==> src/rtl/chacha20_serial_decoder.sv <==
// chacha20_serial_decoder: XORs a 32-bit word stream against 512-bit ChaCha20
// keystream blocks. It requests one block per 16 words, tracks the block
// counter for the keystream core and emits a registered plaintext stream.
// The XOR is symmetric, so the same block encrypts as well as decrypts.
module chacha20_serial_decoder #(
  parameter int COUNTER_WIDTH = 32
) (
  input  logic                     clock,
  input  logic                     clear_n,
  input  logic                     start,
  input  logic [COUNTER_WIDTH-1:0] start_counter,
  input  logic [511:0]             ks_block,
  input  logic                     ks_valid,
  output logic                     ks_ready,
  output logic [COUNTER_WIDTH-1:0] ks_counter,
  input  logic [31:0]              ct_data,
  input  logic                     ct_valid,
  input  logic                     ct_last,
  output logic                     ct_ready,
  output logic [31:0]              pt_data,
  output logic                     pt_valid,
  output logic                     pt_last,
  input  logic                     pt_ready,
  output logic                     done,
  output logic                     counter_wrap
);

  typedef enum logic [1:0] {
    S_IDLE,
    S_WAIT_KS,
    S_STREAM,
    S_FLUSH
  } state_t;

  state_t                   r_state;
  logic [511:0]             r_ks;
  logic [3:0]               r_idx;
  logic [COUNTER_WIDTH-1:0] r_ctr;
  logic                     r_wrap;
  logic [31:0]              r_pt_data;
  logic                     r_pt_valid;
  logic                     r_pt_last;
  logic                     r_done;

  logic                     w_ks_ready;
  logic                     w_ct_ready;
  logic                     w_ks_fire;
  logic                     w_ct_fire;
  logic                     w_pt_fire;
  logic [31:0]              w_ks_word;

  // Ready only depends on state and the output register, never on the
  // upstream valids, so no combinational valid->ready path exists.
  assign w_ks_ready = (r_state == S_WAIT_KS);
  assign w_ct_ready = (r_state == S_STREAM) && (!r_pt_valid || pt_ready);
  assign w_ks_fire  = w_ks_ready && ks_valid;
  assign w_ct_fire  = w_ct_ready && ct_valid;
  assign w_pt_fire  = r_pt_valid && pt_ready;
  assign w_ks_word  = r_ks[{r_idx, 5'd0} +: 32];

  assign ks_ready     = w_ks_ready;
  assign ct_ready     = w_ct_ready;
  assign ks_counter   = r_ctr;
  assign counter_wrap = r_wrap;
  assign pt_data      = r_pt_data;
  assign pt_valid     = r_pt_valid;
  assign pt_last      = r_pt_last;
  assign done         = r_done;

  // Control FSM, keystream holding register, counter and output register.
  // NOTE: every register here uses <= so all updates see pre-edge values;
  // blocking assignments would make the result depend on statement order.
  always_ff @(posedge clock or negedge clear_n) begin
    if (!clear_n) begin
      r_state    <= S_IDLE;
      // NOTE: the held block is a plain register, not a RAM, so it is reset
      // to guarantee a discarded message leaves no key material behind.
      r_ks       <= '0;
      r_idx      <= '0;
      r_ctr      <= '0;
      r_wrap     <= 1'b0;
      r_pt_data  <= '0;
      r_pt_valid <= 1'b0;
      r_pt_last  <= 1'b0;
      r_done     <= 1'b0;
    end else begin
      r_done <= 1'b0;

      // Output register: drains on a downstream transfer, refilled by a new
      // word accepted in the same cycle (the later assignment wins).
      if (w_pt_fire) begin
        r_pt_valid <= 1'b0;
        r_pt_last  <= 1'b0;
      end
      if (w_ct_fire) begin
        r_pt_data  <= ct_data ^ w_ks_word;
        r_pt_valid <= 1'b1;
        r_pt_last  <= ct_last;
        r_idx      <= r_idx + 4'd1;
      end

      case (r_state)
        S_IDLE: begin
          if (start) begin
            r_ctr   <= start_counter;
            r_wrap  <= 1'b0;
            r_state <= S_WAIT_KS;
          end
        end
        S_WAIT_KS: begin
          if (w_ks_fire) begin
            r_ks    <= ks_block;
            r_idx   <= '0;
            r_ctr   <= r_ctr + COUNTER_WIDTH'(1);
            if (&r_ctr) r_wrap <= 1'b1;
            r_state <= S_STREAM;
          end
        end
        S_STREAM: begin
          if (w_ct_fire) begin
            if (ct_last)            r_state <= S_FLUSH;
            else if (r_idx == 4'd15) r_state <= S_WAIT_KS;
          end
        end
        S_FLUSH: begin
          if (w_pt_fire && r_pt_last) begin
            r_done  <= 1'b1;
            r_state <= S_IDLE;
          end
        end
        default: r_state <= S_IDLE;
      endcase
    end
  end

endmodule

==> config.mk <==
export PLATFORM = sky130hd
export DESIGN_NAME = chacha20_serial_decoder
export DESIGN_NICKNAME = d
export VERILOG_FILES = /design/src/rtl/chacha20_serial_decoder.sv
export SDC_FILE = /design/constraint.sdc
export NUM_CORES = 1
export LEC_CHECK = 0
export ABC_AREA = 1
export BUFFER_PORTS_ARGS = -buffer_cell sky130_fd_sc_hd__buf_4
export CORE_AREA = 4 4 250 252
export CTS_CLUSTER_DIAMETER = 80
export DETAILED_ROUTE_END_ITERATION = 12
export DIE_AREA = 0 0 254 256
export GPL_ROUTABILITY_DRIVEN = 0
export PLACE_DENSITY = 0.71
export SETUP_SLACK_MARGIN = 0.3
export SYNTH_ARGS = -nofsm -noshare
export SYNTH_HDL_FRONTEND = slang
export SYNTH_SLANG_ARGS = --single-unit
export TNS_END_PERCENT = 100
==> constraint.sdc <==
create_clock -name clock -period 5.4 [get_ports clock]
set_clock_uncertainty 0.2 [all_clocks]
set_input_delay 1.62 -clock clock [delete_from_list [all_inputs] [get_ports clock]]
set_output_delay 1.62 -clock clock [all_outputs]
set_load 0.05 [all_outputs]
==> qor_table.md <==
| Quantity | Value | Unit |
| --- | --- | --- |
| Final worst-path cycle share | 0.7552 | - |
| Met1 Use GR | 0.4130 | - |
| Highest-delay cell along the critical path | nor2_1 | - |
| Fraction of layout cells with a size suffix above 1 | 0.1802 | - |
| Post-CTS Repair Setup Buffers | 0 | - |
| #FFs+latches synth | 586 | - |
| Area growth from synthesis to layout | 24.05 | % |
| Combinational Power Share | 0.470 | - |
| DR vias | 27900 | - |
| Post-synthesis compound-gate area fraction | 0.09767 | - |
| Dominant combinational cell family by area after synthesis | simple AND/OR/NAND/NOR gates | - |
| Setup repair after global routing missed its margin | false | - |
| Largest stage delay on the critical path | 210 | ps |
| Maximum root-to-sink buffer count | 3 | - |
| Core Area | 60130 | µm² |
| Number of stages on the worst hold path | 2 | - |
| Die width | 254 | µm |
| Most used routing layer | met2 | - |
| Cell leakage power | 19.23 | nW |
| Initial cell density of the core | 0.4930 | - |
| Met2 usage in global routing | 0.5022 | - |
| Capturing point of the worst reg2reg path | pt_data[24] | - |
| Switching fraction of total power | 0.4524 | - |
| Startpoint type of the worst setup path | primary input | - |
| Max-slew violation count | 0 | - |
| Count of hold-fix buffers inserted at cts | 0 | - |
| Number of nets with antenna violations after routing | 0 | - |
| Row Count | 90 | - |
| Highest fanout seen on the critical path | 4 | - |
| Worst Tran Pin Value | 1274 | ps |
| Clock sink count | 586 | - |
| Origin of the worst setup path | pt_ready | - |
| Level count of the clock H-tree | 3 | - |
| Post-layout instance count excluding filler cells | 5421 | - |
| Setup_tns | 0 | ps |
| Result of the run | completed | - |
| Post-layout net count | 5162 | - |
| Clock tree from TritonCTS | yes | - |
| Area share of and/or/nand/nor cells after synthesis | 0.2782 | - |
| Cell count after placement | 5290 | - |
| Top post-synthesis cells by count | nand2_1 (1469), inv_1 (606), dfrtp_1 (586) | - |
| Average wire per standard cell | 19.36 | µm |
| Kind of capture point of the worst setup path | primary output | - |
| Top Family by Delay on Critical Path | buffers and inverters | - |
| Mux cell area share after synthesis | 0 | - |
| Tmin final | 4078 | ps |
| Buf+Inv Stages, Crit Path | 2 | - |
| Drc violations | 0 | - |
| Required time at the worst-slack endpoint | 3580 | ps |
| Total of max-cap violations | 0 | - |
| Adder-cell share of the synthesized area | 0.0008441 | - |
| Destination of the critical timing path | ct_ready | - |
| Maximum number of pins on one net before global-route repair | 269 | - |
| Wire length of the first global-routing pass | 156400 | µm |
| Power spent charging and discharging nets | 10.24 | mW |
| Die area | 65020 | µm² |
| Source of the worst register-to-register timing path | r_idx[0] | - |
| Count of yosys warnings during synthesis | 0 | - |
| Mean instance size in the synthesized netlist | 7.305 | µm² |
| Highest clock rate | 245.2 | MHz |
| Internal power | 12.39 | mW |
| Synth cell types | 37 | - |
| Clock Tree Root | clkbuf_16 | - |
| Cells after Synth | 4058 | - |
| Met3 Usage GRT | 0.06778 | - |
| Cell count of the worst reg-to-reg path | 9 | - |
| GR Overflow Total | 0 | - |
| Clk pwr share | 0.198 | - |
| Final count of negative-setup-slack endpoints | 0 | - |
| Avg Vias per Cell | 5.146 | - |
| Router iterations before antenna repair | 8 | - |
| Clock transition at the registers of the reported paths | 60 | ps |
| Hold violation total from the final report | 0 | - |
| Xor and xnor area share after synthesis | 0.002068 | - |
| Clock insertion delay at the later pin of the skew report | 600 | ps |
| Leading post-synthesis cells by cell area | dfrtp_1 (49%), nand2_1 (19%), inv_1 (7.7%), nand3_1 (7.6%), o21ai_0 (6.6%) | - |
| Critical path cell sequence | buf_4, nor2_1, nor2_1, buf_4 | - |
| Die span in y | 256 | µm |
| Total routed wirelength | 105000 | µm |
| Sequential area share after synthesis | 0.4947 | - |
| Via count of the first global-routing pass | 26290 | - |
| Global routing usage summed across all routing layers | 0.3133 | - |
| PortBufs | 652 | - |
| Predominant post-synthesis flop cell | dfrtp_1 | - |
| Cell type with the largest total area after synthesis | dfrtp_1 | - |
| Crit. path cell count | 4 | - |
| Worst R2R Setup Slack | 2090 | ps |
| Share of synthesized flip-flops with an asynchronous set or reset | 1.000 | - |
| Type of the setup path with the least slack | primary input to primary output | - |
| Cell Area, Synth | 29640 | µm² |
| Cell with the most instances after synthesis | nand2_1 | - |
| Number of ports placed on the die boundary | 653 | - |
| DRC marker count from the first detailed-route iteration | 2435 | - |
| Tightest slew margin relative to the limit | 0.1510 | - |
| HP Class | flip-flop to flip-flop | - |
| Half-perimeter wire length of the detailed placement result | 74900 | µm |
| Syn_nets | 4643 | - |
| Count of filler cells inserted in the layout | 5510 | - |
| Peak supply drop | 355.8 | µV |
| Synth top area share | 0.4947 | - |
| Number of enable flip-flop cells after synthesis | 0 | - |
| PwrDens | 615.3 | nW/µm² |
| Worst Path Arrival | 2260 | ps |
| Part of the total power dissipated in sequential elements | 0.332 | - |
| Initial antenna violation count | 24 | - |
| Number of CTS-inserted buffers | 67 | - |
| Post-cts repair resize count | 0 | - |
stage by stage:
stage               utilization  hold slack (ps)  area (µm²)  power, mW  setup slack [ps]
floorplan                     -            286.1       29640      14.67              1239
CTS                      0.6108            281.9       36730      22.67              1323
global placement         0.5758            264.7       34620      17.86              1322
finish                   0.6115            279.4       36770      22.63              1322
detailed placement       0.5758            265.9       34620      18.12              1319
global route             0.6114            295.3       36770      24.24              1271
worst min-delay path: cells and delay by family (launching register included):
family        cells  cell delay (ps)
simple gates      2              110
flops             1              340
kinds of logic (layout without fill, tap and decap cells):
kind of cell / after synthesis / after routing
AND/OR/NAND/NOR: 2014 / 2014
XOR/XNOR: 7 / 7
AO/OA/AOI/OAI: 572 / 572
adder cells (fa/ha/maj): 2 / 2
buffers and inverters: 877 / 1441
flip-flops: 586 / 586
other: 0 / 17
layer usage:
metal / vias up / routed length (µm)
met1: 13060 / 42090
li1: 13550 / -
met4: 12 / 4448
met2: 1074 / 49680
met5: - / 80
met3: 203 / 8650
cell usage in the layout, fill, tap and decap left out, types with 7 or more instances in the layout:
cell type	instances
clkbuf_16	69
nor2_1	59
nand2_1	1468
nand3_1	450
nand3b_1	7
clkbuf_1	20
dfrtp_1	583
buf_12	13
buf_4	670
clkinv_2	8
o21ai_1	159
clkbuf_8	11
inv_1	606
inv_2	33
a21oi_1	10
o21ai_0	390
diode_2	17
nor3_1	10
power groups by stage:
stage          sequential (mW)  clock [mW]  combinational [mW]
2_1_floorplan             7.98           0                6.68
3_3_place_gp              7.48           0                10.4
6_report                  7.52        4.48                10.6
5_1_grt                   7.71        4.70                11.8
4_1_cts                   7.49        4.53                10.7
3_5_place_dp              7.55           0                10.6
worst min-delay path by stage:
stage | start | to | slack [ps]
after CTS | pt_data[8] | pt_data[8] | 280
final | pt_data[24] | pt_data[24] | 280
after global placement | pt_data[8] | pt_data[8] | 260
after floorplan | r_ks[128] | r_ks[128] | 290
after detailed placement | pt_data[8] | pt_data[8] | 270
after global routing | pt_data[8] | pt_data[8] | 300
state kept, by name, indices dropped and copies added (netlist names):
signal / count
r_ks: 512
ks_counter: 32
pt_data: 32
r_idx: 4
r_state: 2
counter_wrap: 1
done: 1
pt_last: 1
pt_valid: 1
cell type report:
type / count / area (µm²) / area share
clock buffers: 100 / 1953 / 0.05311
inverters: 643 / 2426 / 0.06597
flip-flops and latches: 586 / 14670 / 0.3990
diodes: 17 / 42.54 / 0.001157
repair buffers: 684 / 5305 / 0.1443
clock inverters: 14 / 155.1 / 0.004219
well taps: 782 / 978.4 / 0.02661
multi-input cells: 2595 / 11240 / 0.3056
Power figures use the tool's default switching activity.
